$ cat src/rtl/regfile_pkg.sv
// Shared constants, types and helpers for the multi-port LEGv8 register file.
package regfile_pkg;

    localparam int DEFAULT_DATA_W   = 64;
    localparam int DEFAULT_NUM_REGS = 32;
    localparam int XZR_IDX          = DEFAULT_NUM_REGS - 1;

    typedef logic [4:0] reg_idx_t;

    // Ceiling log2, usable in constant expressions for address widths.
    function automatic int clog2(input int value);
        int r;
        r = 0;
        for (int v = value - 1; v > 0; v = v >> 1) begin
            r = r + 1;
        end
        return r;
    endfunction

endpackage

$ cat src/rtl/regfile_mp_if.sv
// Bus bundle between decode/writeback (master) and the register file (slave).
interface regfile_mp_if
    import regfile_pkg::*;
#(
    parameter int DATA_W   = DEFAULT_DATA_W,
    parameter int NUM_REGS = DEFAULT_NUM_REGS,
    parameter int NUM_RD   = 2,
    parameter int NUM_WR   = 1
);

    localparam int AW = clog2(NUM_REGS);

    logic [NUM_WR-1:0]        wr_en;
    logic [NUM_WR*AW-1:0]     wr_addr;
    logic [NUM_WR*DATA_W-1:0] wr_data;
    logic [NUM_RD-1:0]        rd_en;
    logic [NUM_RD*AW-1:0]     rd_addr;
    logic [NUM_RD*DATA_W-1:0] rd_data;
    logic [NUM_RD-1:0]        rd_busy;
    logic                     busy_set;
    logic [AW-1:0]            busy_addr;

    modport master (
        output wr_en, wr_addr, wr_data, rd_en, rd_addr, busy_set, busy_addr,
        input  rd_data, rd_busy
    );

    modport slave (
        input  wr_en, wr_addr, wr_data, rd_en, rd_addr, busy_set, busy_addr,
        output rd_data, rd_busy
    );

endinterface

$ cat src/rtl/regfile_bypass_mux.sv
// Resolves one read: zero register first, then the highest-priority
// same-edge write to the address, else the stored value.
module regfile_bypass_mux
    import regfile_pkg::*;
#(
    parameter int W        = DEFAULT_DATA_W,
    parameter int AW       = 5,
    parameter int NP       = 1,
    parameter int ZERO_IDX = XZR_IDX
) (
    input  logic [AW-1:0]   rd_addr,
    input  logic [NP-1:0]   wr_en,
    input  logic [NP*AW-1:0] wr_addr,
    input  logic [NP*W-1:0] wr_data,
    input  logic [W-1:0]    arr_val,
    output logic [W-1:0]    val
);

    // Later ports override earlier ones; the zero index overrides everything.
    always_comb begin
        val = arr_val;
        for (int k = 0; k < NP; k++) begin
            if (wr_en[k] && (wr_addr[k*AW +: AW] == rd_addr)) begin
                val = wr_data[k*W +: W];
            end
        end
        if (rd_addr == AW'(ZERO_IDX)) begin
            val = '0;
        end
    end

endmodule

$ cat src/rtl/regfile_mp.sv
// Multi-port register file: synchronous writes, registered write-first
// reads, hardwired zero register at the top index, per-register busy bits.
module regfile_mp
    import regfile_pkg::*;
#(
    parameter int DATA_W      = DEFAULT_DATA_W,
    parameter int NUM_REGS    = DEFAULT_NUM_REGS,
    parameter int NUM_RD      = 2,
    parameter int NUM_WR      = 1,
    parameter int RESET_INDEX = 1
) (
    input logic         clk,
    input logic         rst_n,
    regfile_mp_if.slave bus
);

    localparam int            AW        = clog2(NUM_REGS);
    localparam int            ZERO_IDX  = NUM_REGS - 1;
    localparam logic [AW-1:0] ZERO_ADDR = AW'(ZERO_IDX);

    logic [DATA_W-1:0]        mem_q [NUM_REGS];
    logic [DATA_W-1:0]        mem_d [NUM_REGS];
    logic [NUM_REGS-1:0]      busy_q, busy_d;
    logic [NUM_RD*DATA_W-1:0] rd_data_q, rd_data_d;
    logic [NUM_RD-1:0]        rd_busy_q, rd_busy_d;

    logic [DATA_W-1:0]        byp_data [NUM_RD];
    logic                     byp_busy [NUM_RD];

    // Busy updates look like extra write ports: writes carry 0, the load
    // marker is appended last so it takes priority over a retiring write.
    logic [NUM_WR:0]          bsy_en;
    logic [(NUM_WR+1)*AW-1:0] bsy_addr;
    logic [NUM_WR:0]          bsy_val;

    assign bsy_en   = {bus.busy_set, bus.wr_en};
    assign bsy_addr = {bus.busy_addr, bus.wr_addr};
    assign bsy_val  = {1'b1, {NUM_WR{1'b0}}};

    // Array next state: ascending port order so the highest port wins a collision.
    always_comb begin
        for (int r = 0; r < NUM_REGS; r++) begin
            mem_d[r] = mem_q[r];
        end
        for (int k = 0; k < NUM_WR; k++) begin
            if (bus.wr_en[k] && (bus.wr_addr[k*AW +: AW] != ZERO_ADDR)) begin
                mem_d[bus.wr_addr[k*AW +: AW]] = bus.wr_data[k*DATA_W +: DATA_W];
            end
        end
    end

    // Busy next state: writes retire first, then a new load re-marks its target.
    always_comb begin
        busy_d = busy_q;
        for (int k = 0; k < NUM_WR; k++) begin
            if (bus.wr_en[k]) begin
                busy_d[bus.wr_addr[k*AW +: AW]] = 1'b0;
            end
        end
        if (bus.busy_set && (bus.busy_addr != ZERO_ADDR)) begin
            busy_d[bus.busy_addr] = 1'b1;
        end
        busy_d[ZERO_IDX] = 1'b0;
    end

    for (genvar p = 0; p < NUM_RD; p++) begin : g_rd
        logic [AW-1:0] ra;
        assign ra = bus.rd_addr[p*AW +: AW];

        regfile_bypass_mux #(
            .W(DATA_W), .AW(AW), .NP(NUM_WR), .ZERO_IDX(ZERO_IDX)
        ) u_data_byp (
            .rd_addr (ra),
            .wr_en   (bus.wr_en),
            .wr_addr (bus.wr_addr),
            .wr_data (bus.wr_data),
            .arr_val (mem_q[ra]),
            .val     (byp_data[p])
        );

        regfile_bypass_mux #(
            .W(1), .AW(AW), .NP(NUM_WR + 1), .ZERO_IDX(ZERO_IDX)
        ) u_busy_byp (
            .rd_addr (ra),
            .wr_en   (bsy_en),
            .wr_addr (bsy_addr),
            .wr_data (bsy_val),
            .arr_val (busy_q[ra]),
            .val     (byp_busy[p])
        );
    end

    // Read capture: enabled ports load the bypassed value, others hold.
    always_comb begin
        rd_data_d = rd_data_q;
        rd_busy_d = rd_busy_q;
        for (int p = 0; p < NUM_RD; p++) begin
            if (bus.rd_en[p]) begin
                rd_data_d[p*DATA_W +: DATA_W] = byp_data[p];
                rd_busy_d[p]                  = byp_busy[p];
            end
        end
    end

    // All state, asynchronously reset; the array optionally resets to its own index.
    always_ff @(posedge clk or negedge rst_n) begin
        if (!rst_n) begin
            for (int r = 0; r < NUM_REGS; r++) begin
                mem_q[r] <= ((RESET_INDEX != 0) && (r != ZERO_IDX)) ? DATA_W'(r) : '0;
            end
            busy_q    <= '0;
            rd_data_q <= '0;
            rd_busy_q <= '0;
        end else begin
            for (int r = 0; r < NUM_REGS; r++) begin
                mem_q[r] <= mem_d[r];
            end
            busy_q    <= busy_d;
            rd_data_q <= rd_data_d;
            rd_busy_q <= rd_busy_d;
        end
    end

    assign bus.rd_data = rd_data_q;
    assign bus.rd_busy = rd_busy_q;

endmodule

$ cat src/flat_wrapper.sv
// flat-port wrapper written by rule: the top's interface ports become plain ports
module regfile_mp_flat import regfile_pkg::*;
#(
    parameter int DATA_W      = DEFAULT_DATA_W,
    parameter int NUM_REGS    = DEFAULT_NUM_REGS,
    parameter int NUM_RD      = 2,
    parameter int NUM_WR      = 1,
    parameter int RESET_INDEX = 1
)
  (clk, rst_n, bus_wr_en, bus_wr_addr, bus_wr_data, bus_rd_en, bus_rd_addr, bus_busy_set, bus_busy_addr, bus_rd_data, bus_rd_busy);
  regfile_mp_if #(.DATA_W(DATA_W), .NUM_REGS(NUM_REGS), .NUM_RD(NUM_RD), .NUM_WR(NUM_WR)) bus_i ();
  input logic clk;
  input logic rst_n;
  input wire logic [$bits(bus_i.wr_en)-1:0] bus_wr_en;
  input wire logic [$bits(bus_i.wr_addr)-1:0] bus_wr_addr;
  input wire logic [$bits(bus_i.wr_data)-1:0] bus_wr_data;
  input wire logic [$bits(bus_i.rd_en)-1:0] bus_rd_en;
  input wire logic [$bits(bus_i.rd_addr)-1:0] bus_rd_addr;
  input wire logic [$bits(bus_i.busy_set)-1:0] bus_busy_set;
  input wire logic [$bits(bus_i.busy_addr)-1:0] bus_busy_addr;
  output wire logic [$bits(bus_i.rd_data)-1:0] bus_rd_data;
  output wire logic [$bits(bus_i.rd_busy)-1:0] bus_rd_busy;
  assign bus_i.wr_en = bus_wr_en;
  assign bus_i.wr_addr = bus_wr_addr;
  assign bus_i.wr_data = bus_wr_data;
  assign bus_i.rd_en = bus_rd_en;
  assign bus_i.rd_addr = bus_rd_addr;
  assign bus_i.busy_set = bus_busy_set;
  assign bus_i.busy_addr = bus_busy_addr;
  assign bus_rd_data = bus_i.rd_data;
  assign bus_rd_busy = bus_i.rd_busy;
  regfile_mp #(.DATA_W(DATA_W), .NUM_REGS(NUM_REGS), .NUM_RD(NUM_RD), .NUM_WR(NUM_WR), .RESET_INDEX(RESET_INDEX)) u_core (.clk(clk), .rst_n(rst_n), .bus(bus_i));
endmodule
$ cat config.mk
export PLATFORM = sky130hd
export DESIGN_NAME = regfile_mp_flat
export DESIGN_NICKNAME = d
export VERILOG_FILES = /design/src/rtl/regfile_pkg.sv /design/src/rtl/regfile_mp_if.sv /design/src/rtl/regfile_bypass_mux.sv /design/src/rtl/regfile_mp.sv /design/src/flat_wrapper.sv
export SDC_FILE = /design/constraint.sdc
export NUM_CORES = 2
export LEC_CHECK = 0
export CAP_MARGIN = 25
export CORE_UTILIZATION = 57
export CTS_BUF_LIST = sky130_fd_sc_hd__clkbuf_4 sky130_fd_sc_hd__clkbuf_8
export CTS_CLUSTER_SIZE = 16
export DETAILED_ROUTE_END_ITERATION = 8
export GPL_ROUTABILITY_DRIVEN = 0
export PLACE_DENSITY = 0.85
export SYNTH_ARGS = -nofsm -noshare
export SYNTH_HDL_FRONTEND = slang
export SYNTH_SLANG_ARGS = --single-unit
$ cat constraint.sdc
create_clock -name clk -period 2.5 [get_ports clk]
set_input_delay 0.375 -clock clk [delete_from_list [all_inputs] [get_ports clk]]
set_output_delay 0.375 -clock clk [all_outputs]
set_load 0.02 [all_outputs]
# After elaboration in Yosys (flattened, before gate mapping)
# Cells that the tools add are included.
# W data, S select, Z words.
dict set report totals {
  ff_bits 2209
  in_bits 90
  output_inout_bits 130
  elab_cells 99
}
dict set report op_classes {
  magnitude_cmp 10
  eq_ne 8
  n_mux 29
  bitwise 6
  reduce_logical 9
}
# op n
set ops {}
lappend ops {{$bwmux W2048} 1}
lappend ops {{$bmux W64 S5} 2}
lappend ops {{$mux W64} 9}
lappend ops {{$demux W64 S5} 1}
lappend ops {{$mux W31} 2}
lappend ops {{$and A31 B31 Y31} 1}
lappend ops {{$not A31 Y31} 1}
lappend ops {{$or A31 B31 Y31} 1}
lappend ops {{$lt A5 B6 Y1 const B} 4}
lappend ops {{$eq A5 B5 Y1} 4}
lappend ops {{$ge A6 B6 Y1 const B} 3}
lappend ops {{$not A5 Y6} 3}
lappend ops {{$bmux W1 S5} 2}
lappend ops {{$demux W1 S5} 2}
lappend ops {{$eq A5 B5 Y1 const B} 2}
lappend ops {{$ge A5 B1 Y1 const B} 2}
lappend ops {{$mux W1} 10}
lappend ops {{$ne A5 B5 Y1 const B} 2}
lappend ops {{$logic_and A1 B1 Y1} 9}
lappend ops {{$lt A6 B1 Y1 const B} 1}

# Longest topological paths before layout
dict set report logic_depth {
  ltp_word 9
  mapped_depth 10
  mapped_depth_nobuf 5
}

# Hierarchy
# A second synthesis with hierarchy kept.
dict set report hier_totals {
  cells_unflattened 8586
  area_unflattened_um2 117552.7
}
# mod n_inst cells_per_inst area_each_um2 seq_area_each_um2
set modules_own_cells {}
lappend modules_own_cells {regfile_mp 1 8074 114812.6 55371.9}
lappend modules_own_cells {{regfile_bypass_mux (u_core.g_rd[0].u_data_byp ...)} 2 237 1229.9 0.0}
lappend modules_own_cells {{regfile_bypass_mux (u_core.g_rd[0].u_busy_byp ...)} 2 19 140.1 0.0}

# Least setup slack after synthesis
# No wires, ideal clock.
dict set report synth_timing {
  path_type {input -> register}
  start {input bus_rd_addr[1]}
  end {register u_core.rd_data_q[23] (netlist: u_core.bus.rd_data[23])}
  setup_ns 0.126
  t_arrival_ns 1.985
  required_ns 2.374
  setup_slack_ns 0.389
  cell_stages 8
  path_buffers 4
  cell_sequence {buf_2 > buf_4 > buf_2 > buf_1 > mux4_2 > o22ai_1 > nor4_1 > a221o_1}
}
dict set report synth_between {
  elab_chain_len 6
  elab_cells_between_ends 9
  classes_between {2 x eq/ne; 5 x mux; 1 x bitwise; 1 x reduce/logical}
}
# element line
set synth_rtl {}
lappend synth_rtl {{start, declared} flat_wrapper.sv:18} ;# input wire logic [$bits(bus_i.rd_addr)-1:0] bus_rd_addr;
lappend synth_rtl {{$not A5 Y6 (implied by the code)} regfile_mp.sv:77} ;# .arr_val (mem_q[ra]),
lappend synth_rtl {{$bmux W64 S5} regfile_mp.sv:77}
lappend synth_rtl {{$mux W64 (implied by the code) (2 in series)} regfile_mp.sv:77}
lappend synth_rtl {{$mux W64} regfile_bypass_mux.sv:23} ;# if (wr_en[k] && (wr_addr[k*AW +: AW] == rd_addr)) begin
lappend synth_rtl {{$mux W64 *} regfile_bypass_mux.sv:27} ;# if (rd_addr == AW'(ZERO_IDX)) begin
lappend synth_rtl {{end signal, assigned} regfile_mp.sv:119} ;# rd_data_q <= rd_data_d;
lappend synth_rtl {{end, declared} regfile_mp.sv:24} ;# logic [NUM_RD*DATA_W-1:0] rd_data_q, rd_data_d;
# Every way passes the cells marked *; elsewhere a longest branch is shown, timed or not. The select of a mux whose other input is x is not followed.
# A chain may end at the register's enable or synchronous reset.

# Worst setup path in the final report
dict set report layout_timing {
  start {register u_core.rd_data_q[71] (netlist: u_core.bus.rd_data[71])}
  end {output bus_rd_data[71]}
}
# element line
set layout_lines {}
lappend layout_lines {{end, declared} flat_wrapper.sv:21} ;# output wire logic [$bits(bus_i.rd_data)-1:0] bus_rd_data;
# No word-level cell between the ends.

==> flow_summary_export.csv <==
group,metric,value,unit
final_layout,final_cells,11100,
timing,grt_setup_unrepaired,"false",
power,ir_worst_vdd,548,uV
place,place_inst,10400,
timing,period_needed,2.48,ns
floorplanning,core,200000,um2
worst_setup_path,slowest_stage,"dfrtp_1",
synth,synthCells,7691,
worst_setup_path,cp-end-kind,"output port",
routing,remaining_drc_errors,0,
power,swShare,28.7,%
synth,synth_area,115000,um2
power,powerDensity,783,nW/um2
routing,num_vias,82000,
floorplanning,dieArea,204000,um2
floorplanning,initial_core_util,57.6,%
run,cap_violations,0,
timing,fin_worst_skew,0.0866,ns
timing,hold_slack,0.119,ns
synth,ys_seq_elements,2209,
final_layout,drive_gt1_share,51.7,%
synth,synth-edff-count,0,
clock_network,cts.clk_slew.worst_paths,0.06,ns
clock_network,h-tree-depth,5,
synth,ys.flop_type,"dfrtp_1",
clock_network,cts_tree,"yes",
worst_setup_path,critical-path-top-delay-family,"flip-flops",
synth,syn-num-nets,7781,
worst_setup_path,cp_slowest_stage_delay,0.58,ns
outcome,status,"finished, final reports clean",
power,combPwrFrac,21.0,%
final_layout,design_area,134000,um2
worst_setup_path,critPathBufInv,1,
floorplanning,fp.dieH,452,um
worst_setup_path,required,2.12,ns
global_route,overflow,0,
routing,drt-initial-drc-count,11300,
clock_network,clk_latency,1.10,ns
routing,via_per_inst,7.42,
timing,slew_violations,0,
timing,max_clock_freq,403,MHz
timing,finalHoldViolCount,0,
final_layout,syn2layout_area_growth,16.3,%
global_route,grt_pass1_vias,84900,
clock_network,clk_path_buf_depth,4,
place,dpl.hpwl,245,mm
global_route,grt.total_usage,38.1,%
floorplanning,ios,220,
timing,period_share,99.4,%
power,total_power,105,mW
synth,synth_seq_area_share,48.0,%
timing,fin_ws,0.0157,ns
synth,syn_area_per_cell,15.0,um2
worst_setup_path,start_kind,"flop",
power,pwr-share-seq,46.1,%
worst_setup_path,critPathKind,"reg2out",
floorplanning,rows,164,
timing,worst_pin_slew,1.08,ns
synth,ys_types,55,
global_route,grt_pass1_wl,571,mm
worst_setup_path,worstPathArrival,2.11,ns
global_route,grt_max_degree,178,
synth,ys_async_sr_fraction,100,%
final_layout,final_core_util,66.9,%
worst_setup_path,crit_fanout,2,
power,leakagePower,59.5,nW
final_layout,nets,8204,
routing,ant_nets,0,
routing,drt-total-wl,390,mm
clock_network,numCtsBuffers,375,
worst_setup_path,crit_chain,"dlygate4sd2_1",
timing,timing.slew.headroom,27.8,%
place,portBuffers,219,
clock_network,cts.sinks,2209,
timing,finalSetupViolations,0,
routing,drtPass1Iterations,7,
place,pre_cts_slack,-0.335,ns
worst_hold_path,min_path_type,"in2reg",
power,intPower,74.9,mW
power,power.switching,30.2,mW
clock_network,cts-root-buf,"clkbuf_8",
floorplanning,die_w,452,um
global_route,antenna_found_initial,23,
timing,setup_tns,0,ns
synth,yosysWarnings,0,
routing,wire_per_inst,35.3,um
place,placed_area,126000,um2
power,p_clk_share,32.9,%
[cells in the final DEF (no fill, tap or decap), types with 19 or more instances in the layout]
cell and n:
clkdlybuf4s50_1 87, mux2_2 1955, mux2i_1 527, a22oi_1 150
clkinv_2 28, o211ai_1 25, a221o_1 128, clkbuf_4 106
o22ai_1 218, dfstp_2 75, o2111ai_1 19, a32o_1 54
dlygate4sd2_1 117, clkbuf_8 491, nor4_1 108, nand2_1 149
dfrtp_1 2127, diode_2 23, a22o_1 68, and2_1 25
mux2_1 84, buf_4 391, buf_12 333, mux4_2 850
a221oi_1 19, o21ai_0 30
[Yosys cell counts (all sizes together) (4+ instances only)]
cell	instances	area (um2)
a211oi	4	30.0
a221o	128	1280
a221oi	19	166
a22o	68	596
a22oi	150	1130
a32o	54	541
and2	28	175
buf	435	2770
clkbuf	465	1750
dfrtp	2134	53400
dfstp	75	1970
mux2	2039	23000
mux2i	527	5280
mux4	850	19100
nand2	173	654
nand2b	6	37.5
nand3	6	30.0
nand3b	6	45.0
nor2	31	184
nor2b	17	106
nor3	4	20.0
nor3b	8	60.1
nor4	108	676
o2111ai	19	166
o211ai	25	188
o21ai	30	150
o221ai	15	131
o22ai	218	1360
or2	6	37.5
xnor2	4	35.0
xor2	16	140
[registers in the layout (all words and copies together) (netlist names)]
register / cells
u_core.mem_q: 2048
u_core.bus.rd_data: 128
u_core.bus.rd_busy: 2
u_core.busy_q: 31
[final cells by class]
type	count	area, um2
Multi-Input combinational cell	4579	55800
Clock buffer	597	7550
Inverter	3	21.3
Sequential cell	2209	55400
Fill cell	12600	66300
Clock inverter	43	353
Antenna cell	23	57.6
Timing Repair Buffer	946	11700
Tap cell	2656	3320
[logic make-up (layout without fill, tap and decap cells)]
family                 after synthesis  count (layout)  share of synthesized area (%)
multiplexers                      3416            3416                           41.1
other                                0              23                              0
flip-flops                        2209            2209                           48.0
buffers and inverters              903            1589                           3.93
AND/OR/NAND/NOR                    401             401                           1.81
XOR/XNOR                            20              20                          0.152
AO/OA/AOI/OAI                      742             742                           5.06
[per-layer routing]
layer	up-vias	part of all wire [%]	routed length, um	global-route usage, %
li1	30800	-	-	-
met1	42500	34	134000	47.8
met2	6751	44	173000	56.3
met3	2000	13	50800	12.5
met4	26	8.3	32400	26.4
met5	-	0.045	176	0
[final timing paths]
kind                                        start  slack [ns]                      end  cells after the start
max                        u_core.bus.rd_data[71]        0.02          bus_rd_data[71]                      1
min                                bus_rd_addr[4]        0.12   u_core.bus.rd_data[30]                      4
max reg2reg                      u_core.mem_q[44]        0.56  u_core.bus.rd_data[108]                      5
min reg2reg                      u_core.mem_q[52]        0.39         u_core.mem_q[52]                      0
max in group asynchronous                   rst_n        1.35       u_core.mem_q[1030]                      3
min in group asynchronous                   rst_n        0.13        u_core.mem_q[365]                      3
[power by group through the flow]
stage | registers, mW | clock network (mW) | logic [mW]
final | 48.4 | 34.6 | 22.1
after global routing | 49.0 | 36.2 | 23.2
after CTS | 48.0 | 34.7 | 21.9
after detailed placement | 48.5 | 0 | 21.8
after global placement | 47.6 | 0 | 20.9
after floorplan | 46.7 | 0 | 15.4
[repair_timing]
item | in CTS | in global routing
buffers inserted | 0 | 0
resized for setup | 124 | 6
hold buffers | 3 | 0
setup endpoints to repair | 117 | 6
hold endpoints to repair | 2095 | 0
(Power assumes the default switching activity.)
